`src/rtl/fifo_stream_adapter.sv`:
```
// fifo_stream_adapter
//
// Drains the read port of a synchronous FIFO and presents the words as a
// valid/ready stream at full throughput. The FIFO returns data one cycle after
// a pop, so the adapter keeps a two-entry prefetch buffer and tracks read
// credit: a pop is only issued when the buffer is sure to have room for the
// returning word.
//
// Optional feature (macro FIFO_STREAM_LAST_EN): when defined, a packet beat
// index drives m_last on every PKT_LEN-th beat. When undefined, m_last is
// tied to 0 and no packet counter exists.
//
// Ports:
//   clk         clock, rising edge
//   rst         asynchronous reset, active high
//   fifo_empty  FIFO empty flag
//   fifo_data   FIFO registered read data (valid the cycle after a pop)
//   fifo_read   FIFO pop request
//   m_valid     stream data valid
//   m_ready     downstream ready
//   m_data      stream data (head of the prefetch buffer)
//   m_last      last beat of packet
//   beat_count  number of completed stream transfers (wraps)

module fifo_stream_adapter #(
   parameter int WIDTH     = 8,
   parameter int CNT_WIDTH = 16,
   parameter int PKT_LEN   = 4
) (
   input  logic                 clk,
   input  logic                 rst,
   input  logic                 fifo_empty,
   input  logic [WIDTH-1:0]     fifo_data,
   output logic                 fifo_read,
   output logic                 m_valid,
   input  logic                 m_ready,
   output logic [WIDTH-1:0]     m_data,
   output logic                 m_last,
   output logic [CNT_WIDTH-1:0] beat_count
);

   if (PKT_LEN < 1) begin : g_bad_pkt_len
      $error("PKT_LEN must be >= 1");
   end

   typedef enum logic [1:0] {
      EMPTY = 2'd0,
      ONE   = 2'd1,
      TWO   = 2'd2
   } state_t;

   state_t           state;
   state_t           state_nxt;
   logic             pending;
   logic [WIDTH-1:0] head;
   logic [WIDTH-1:0] tail;
   logic [1:0]       entries;
   logic             pop;
   logic             push;

   // A word is arriving on fifo_data exactly when a pop was issued last cycle.
   assign push = pending;

   // State register
   always_ff @(posedge clk or posedge rst) begin
      if (rst) begin
         state <= EMPTY;
      end else begin
         state <= state_nxt;
      end
   end

   // Next-state logic. Push without pop in TWO cannot happen: the read
   // credit never lets entries + in-flight exceed two.
   always_comb begin
      state_nxt = state;
      case (state)
         EMPTY: begin
            if (push) state_nxt = ONE;
         end
         ONE: begin
            if (push && !pop)      state_nxt = TWO;
            else if (!push && pop) state_nxt = EMPTY;
         end
         TWO: begin
            if (pop && !push) state_nxt = ONE;
         end
         default: state_nxt = EMPTY;
      endcase
   end

   // Output logic. fifo_read depends only on registered state, fifo_empty,
   // m_ready and rst, never on fifo_data. The slot freed by this cycle's
   // transfer can be re-used by a pop issued in the same cycle.
   always_comb begin
      m_valid = 1'b0;
      entries = 2'd0;
      case (state)
         ONE: begin
            m_valid = 1'b1;
            entries = 2'd1;
         end
         TWO: begin
            m_valid = 1'b1;
            entries = 2'd2;
         end
         default: begin
            m_valid = 1'b0;
            entries = 2'd0;
         end
      endcase
      pop       = m_valid && m_ready;
      fifo_read = !rst && !fifo_empty &&
                  (({1'b0, entries} + {2'b00, pending}) < (3'd2 + {2'b00, pop}));
   end

   always_ff @(posedge clk or posedge rst) begin
      if (rst) begin
         pending <= 1'b0;
      end else begin
         pending <= fifo_read;
      end
   end

   // Prefetch buffer. head always drives m_data, so it only changes on a
   // transfer or when loading an empty buffer; that keeps m_data stable
   // under backpressure. On push+pop in ONE the arriving word goes straight
   // to head.
   always_ff @(posedge clk or posedge rst) begin
      if (rst) begin
         head <= '0;
         tail <= '0;
      end else begin
         case (state)
            EMPTY: begin
               if (push) head <= fifo_data;
            end
            ONE: begin
               if (push && pop)       head <= fifo_data;
               else if (push && !pop) tail <= fifo_data;
            end
            TWO: begin
               if (pop) begin
                  head <= tail;
                  if (push) tail <= fifo_data;
               end
            end
            default: begin
               head <= head;
               tail <= tail;
            end
         endcase
      end
   end

   assign m_data = head;

   always_ff @(posedge clk or posedge rst) begin
      if (rst) begin
         beat_count <= '0;
      end else if (pop) begin
         beat_count <= beat_count + CNT_WIDTH'(1);
      end
   end

`ifdef FIFO_STREAM_LAST_EN
   localparam int IDX_W = (PKT_LEN > 1) ? $clog2(PKT_LEN) : 1;
   localparam logic [IDX_W-1:0] LAST_IDX = IDX_W'(PKT_LEN - 1);

   logic [IDX_W-1:0] pkt_idx;

   // pkt_idx is the packet position of the current head beat.
   always_ff @(posedge clk or posedge rst) begin
      if (rst) begin
         pkt_idx <= '0;
      end else if (pop) begin
         if (pkt_idx == LAST_IDX) pkt_idx <= '0;
         else                     pkt_idx <= pkt_idx + IDX_W'(1);
      end
   end

   assign m_last = m_valid && (pkt_idx == LAST_IDX);
`else
   assign m_last = 1'b0;
`endif

endmodule

```
`config.mk`:
```
export PLATFORM = sky130hd
export DESIGN_NAME = fifo_stream_adapter
export DESIGN_NICKNAME = d
export VERILOG_FILES = /design/src/rtl/fifo_stream_adapter.sv
export SDC_FILE = /design/constraint.sdc
export NUM_CORES = 1
export LEC_CHECK = 0
export CORE_MARGIN = 3
export CORE_UTILIZATION = 44
export CTS_CLUSTER_SIZE = 28
export DETAILED_ROUTE_END_ITERATION = 12
export GPL_TIMING_DRIVEN = 0
export PLACE_DENSITY = 0.81
export RECOVER_POWER = 50
export SKIP_CTS_REPAIR_TIMING = 1
export SLEW_MARGIN = 10
export SYNTH_ARGS = -nofsm -noshare
export SYNTH_HDL_FRONTEND = slang
export SYNTH_SLANG_ARGS = --single-unit
```
`constraint.sdc`:
```
create_clock -name clk -period 1.83 [get_ports clk]
set_input_delay 0.549 -clock clk [delete_from_list [all_inputs] [get_ports clk]]
set_output_delay 0.549 -clock clk [all_outputs]
set_load 0.02 [all_outputs]
```
Word level (Yosys, flattened, before mapping)
Cells that the tools add are included.
{"block": "word_totals", "ff_bits": 35, "elab_cells": 51, "out_inout_bits": 27, "inputBits": 12}
{"block": "classes", "n_mux": 15, "n_lt_le_gt_ge": 1, "n_reduce_logical": 17, "addsub": 3, "eq_ne": 10}
{"cell": "$mux 8", "count": 6}
{"cell": "$pmux 8 s3", "count": 1}
{"cell": "$add 16x1->16 const B", "count": 1}
{"cell": "$pmux 8 s2", "count": 1}
{"cell": "$ne 2x2->1 const B", "count": 7}
{"cell": "$mux 2", "count": 4}
{"cell": "$logic_and 1x1->1", "count": 6}
{"cell": "$pmux 2 s3", "count": 1}
{"cell": "$reduce_and 5->1", "count": 1}
{"cell": "$logic_not 1->1", "count": 4}
{"cell": "$pmux 2 s2", "count": 1}
{"cell": "$reduce_and 4->1", "count": 1}
{"cell": "$add 2x1->3", "count": 1}
{"cell": "$add 2x1->3 const A", "count": 1}
{"cell": "$lt 3x3->1", "count": 1}
{"cell": "$ne 3x3->1 const B", "count": 1}
{"cell": "$reduce_and 3->1", "count": 1}
{"cell": "$reduce_bool 3->1", "count": 1}
{"cell": "$eq 2x1->1 const B", "count": 1}
{"cell": "$eq 2x2->1 const B", "count": 1}
{"cell": "$logic_not 2->1", "count": 1}
{"cell": "$reduce_bool 2->1", "count": 1}
{"cell": "$reduce_or 2->1", "count": 1}
{"cell": "$mux 1", "count": 1}

Longest topological paths before layout
{"block": "depth", "ltp_word": 9, "depth_mapped": 6, "mapped_depth_nobuf": 6}

Least setup slack after synthesis
Ideal clock, no wire load.
{"block": "synth_timing", "path_type": "register to output", "start": "register state[0]", "end": "output port fifo_read", "arrival_time_ns": 2.076, "required_ns": 1.281, "path_stages_with_launch": 6, "path_slack_ns": -0.795, "path_cell_list": "dfrtp_1 inv_1 ha_1 nand2_1 o21ai_0 nor4b_1"}
{"block": "synth_between", "elab_chain_cells": 7, "elab_cells_between_ends": 10}
{"element": "start, declared", "line": "52", "source": "state_t state;"}
{"element": "start signal, assigned", "line": "69", "source": "state <= state_nxt;"}
{"element": "$eq 2x2->1 / $eq 2x1->1 (equally long branches)", "line": "98", "source": "case (state)"}
{"element": "$reduce_or 2->1 (no line) (*)"}
{"element": "$mux 1 (*)", "line": "98"}
{"element": "named net m_valid", "line": "35", "source": "output logic m_valid,"}
{"element": "$logic_and 1x1->1 (*)", "line": "112", "source": "pop = m_valid && m_ready;"}
{"element": "$add 2x1->3 (*)", "line": "114", "source": "(({1'b0, entries} + {2'b00, pending}) < (3'd2 + {2'b00, pop}));"}
{"element": "$lt 3x3->1 (*)", "line": "114"}
{"element": "$logic_and 1x1->1 (*)", "line": "113", "source": "fifo_read = !rst && !fifo_empty &&"}
{"element": "end, declared", "line": "34", "source": "output logic fifo_read,"}
Mark *: on every way through the listed nets, which the timed path passes. The rest lies on a longest branch.

Final worst setup path
{"block": "layout_timing", "start": "register state[1]", "end": "output port fifo_read"}
{"block": "layout_between", "elab_chain_cells": 7, "elab_cells_between_ends": 10}
{"element": "$eq 2x2->1 / $eq 2x1->1 (equally long branches)", "line": "98"}
{"element": "$reduce_or 2->1 (no line)"}
{"element": "$mux 1", "line": "98"}
{"element": "$logic_and 1x1->1", "line": "112"}
{"element": "$add 2x1->3", "line": "114"}
{"element": "$lt 3x3->1 (*)", "line": "114"}
{"element": "$logic_and 1x1->1 (*)", "line": "113"}
Every way passes the cells marked *; elsewhere a longest branch is shown, timed or not.

==> results.txt <==
Slew at the pin closest to its max-slew limit = 703 ps
Vias = 1231
Leakage = 1.31 nW
Layout Nets = 208
Clock insertion delay at the later pin of the skew report = 290 ps
Min-Delay Path Depth = 1
Number of synthesized register bits = 35
Worst Setup Slack post-DPL = -1070 ps
Final sum of negative setup slack = -2330 ps
Overflow left after global routing = 0
Largest family of logic cells by synthesized area = multiplexers
Final non-filler cell total = 234
Hold path start = beat_count[15]$_DFFE_PP0P_
Num Clock Sinks = 35
Post-Synthesis Net Count = 155
Reported max-cap violation count = 0
Antenna Violating Nets Remaining = 0
RSZ-0062 raised after global routing = yes
Fmax = 0.434 GHz
Total of warnings raised by yosys = 0
CTS buffer count = 5
Final count of hold timing violations = 0
Nature of the critical path startpoint = register
Reg2reg path depth = 7
Port Buffers = 37
Min Clock Period, post-route = 2300 ps
Netlist Area Pre-Place = 1700 sq um
Outcome = finished, violations left
Detailed-routing iteration count for the pre-antenna-repair pass = 4
Detailed-route vias per instance = 5.26
Final Max Tran Viols = 0
DR WL/cell = 15.9 um
Category of the worst setup path capture point = primary output
Ratio of cells with drive above 1 in the final layout = 0.367
Share of the yosys chip area belonging to registers = 0.516
Arithmetic-cell share of the synthesized area counting full adders, half adders and majority gates = 0.0664
Final Hold Slack = 471 ps
Initial antenna violation count = 0
Core Region = 3520 sq um
Area share of the largest cell type after synthesis = 0.516
Signed area change from the synthesized netlist to the final layout = 48.8%
First-pass GRT wire length = 5620 um
Mean cell area of the mapped netlist = 12.7 sq um
Xor-xnor portion of the synthesized cell area = 0.0774
Max Buffers Root-to-Sink = 2
Maximum level of the CTS H-tree = 2
Worst Path Max Fanout = 4
Count of pins on the block boundary = 39
Initial standard-cell utilization of the core = 0.482
Power per cell area = 1510 nW/um^2
DRC errors left = 0
Total Die Area = 4640 sq um
Placed cell count = 217
FFs w/ async S/R, synth = 1.00
Compound-Gate Fraction of Synth Area = 0.0258
Share of synthesized cell area in and, or, nand and nor gates = 0.119
Total half-perimeter wirelength after legalization and detailed placement = 2510 um
Clk root buf = sky130_fd_sc_hd__clkbuf_8
Mux cell area share after synthesis = 0.178
Worst hold endpoint = beat_count[15]$_DFFE_PP0P_
Maximum VDD drop = 0.852 mV
Reg-to-Reg End = beat_count[14]$_DFFE_PP0P_
Failing checks = negative setup slack
Clock transition at path regs = 70 ps
Max-Slew Margin vs Limit = 0.530
Number of enable-type register cells in the synthesized netlist = 0
Critical setup path kind = register to primary output
Count of antenna diodes in the layout = 0
Reg-to-reg slack, setup = -210 ps
Worst R2R Start = state[0]$_DFFE_PP0P_
Share of the clock period used by the worst path after layout = 1.26
Die span in x = 68.1 um
Class of the tightest hold or removal check = register to register
Cell type with the highest aggregate area in the netlist = sky130_fd_sc_hd__dfrtp_1
Post-detailed-routing wire length = 3720 um
Smallest setup slack after layout = -473 ps
Maximum number of pins on one net before global-route repair = 36
Required time of the critical path = 1280 ps
Worst path arrival time = 1750 ps
Initial DRC count = 35
Global-route total usage across every layer = 0.165
Final worst clock skew = 8.60 ps
Die height = 68.1 um
Cell types occupying the most area after synthesis = sky130_fd_sc_hd__dfrtp_1, sky130_fd_sc_hd__mux2_2, sky130_fd_sc_hd__ha_1, sky130_fd_sc_hd__xnor2_1, sky130_fd_sc_hd__xor2_1
Setup violation total in the final timing report = 21
Number of library cell types mapped by synthesis = 32
Dominant register cell in the synthesized netlist = sky130_fd_sc_hd__dfrtp_1
CTS tree = yes
Final weighted congestion of routability-driven global placement = 0.722
Std cell rows = 21
Number of global-route vias before repair = 1294
Number of cells produced by synthesis = 134
[worst max path at each step]
stage	startpoint	endpoint	slack, ps	cells after the start
floorplan	state[1]$_DFFE_PP0P_	fifo_read	-130	6
global placement	m_ready	fifo_read	-1040	5
detailed placement	m_ready	fifo_read	-1070	5
CTS	m_ready	fifo_read	-1100	5
global route	state[1]$_DFFE_PP0P_	fifo_read	-580	7
finish	state[1]$_DFFE_PP0P_	fifo_read	-470	7
[kinds of logic after synthesis]
family,Yosys count
buf+inv,6
xor+xnor,15
fa+ha+maj,9
other cells,1
flops,35
mux,27
compound gates,6
simple gates,35
[cell usage in the layout (no fill, tap or decap), drive strengths merged]
master          n
xor2            4
clkbuf          7
and4            1
nand3           5
dlymetal6s2s   20
ha              9
o22ai           1
nand2           8
and3            1
and2            1
xnor2          11
buf            12
nand3b          1
nor4b           1
nor2b           1
nand4           5
o21ai           1
conb            1
or4             1
mux2i           2
nor3            1
a21oi           1
or2             1
a21boi          1
nor2            7
bufinv          1
inv             4
o21bai          1
nor4            1
clkdlybuf4s50  15
dfrtp          35
clkinv          1
mux2           25
o32ai           1
[critical path, cell delays in order, from the launching register on]
cell and delay [ps]:
sky130_fd_sc_hd__dfrtp_1 410, sky130_fd_sc_hd__inv_2 100, sky130_fd_sc_hd__ha_4 170, sky130_fd_sc_hd__ha_4 150
sky130_fd_sc_hd__ha_4 200, sky130_fd_sc_hd__o21ai_2 40, sky130_fd_sc_hd__nor4b_4 210, sky130_fd_sc_hd__buf_4 180
[per-layer routing]
layer | GRT usage | part of all wire
met5 | 0 | 0
met4 | 0.0596 | 0.0083
met3 | 0.0608 | 0.052
met2 | 0.294 | 0.56
met1 | 0.177 | 0.38
[cell type report]
| cell class | instances | area (sq um) |
|---|---|---|
| buffer | 2 | 12.5 |
| fill | 235 | 996 |
| multi-input combinational | 93 | 935 |
| clock buffer | 6 | 82.6 |
| timing repair buffer | 46 | 508 |
| inverter | 4 | 17.5 |
| tap | 46 | 57.6 |
| clock inverter | 2 | 35.0 |
| sequential | 35 | 877 |
[per-stage QoR]
stage / utilization / power [mW] / area (sq um)
6_report: 0.717 / 3.81 / 2520
4_1_cts: 0.657 / 3.58 / 2310
3_5_place_dp: 0.623 / 2.86 / 2190
2_1_floorplan: - / 2.28 / 1770
5_1_grt: 0.717 / 4.02 / 2520
3_3_place_gp: 0.623 / 2.77 / 2190
[cell usage after synthesis (2+ instances only)]
cell type / count
sky130_fd_sc_hd__inv_1: 4
sky130_fd_sc_hd__xor2_1: 4
sky130_fd_sc_hd__nand3_1: 4
sky130_fd_sc_hd__dfrtp_1: 35
sky130_fd_sc_hd__mux2i_1: 2
sky130_fd_sc_hd__nand4_1: 5
sky130_fd_sc_hd__nor2_1: 5
sky130_fd_sc_hd__nor2_2: 2
sky130_fd_sc_hd__mux2_2: 25
sky130_fd_sc_hd__ha_1: 9
sky130_fd_sc_hd__nand2_1: 8
sky130_fd_sc_hd__xnor2_1: 11
[where the power goes]
part           switching (mW)  leakage [nW]  internal, mW  total (mW)
sequential              0.221         0.436          1.05        1.27
combinational           0.826         0.814         0.999        1.83
clock                   0.274        0.0612         0.441       0.715
[flip-flops by register name (all words and copies together), names as in the netlist]
| register | cells |
|---|---|
| tail | 8 |
| beat_count | 16 |
| pending | 1 |
| m_data | 8 |
| state | 2 |
No activity file was read; power rests on OpenSTA's default activity.
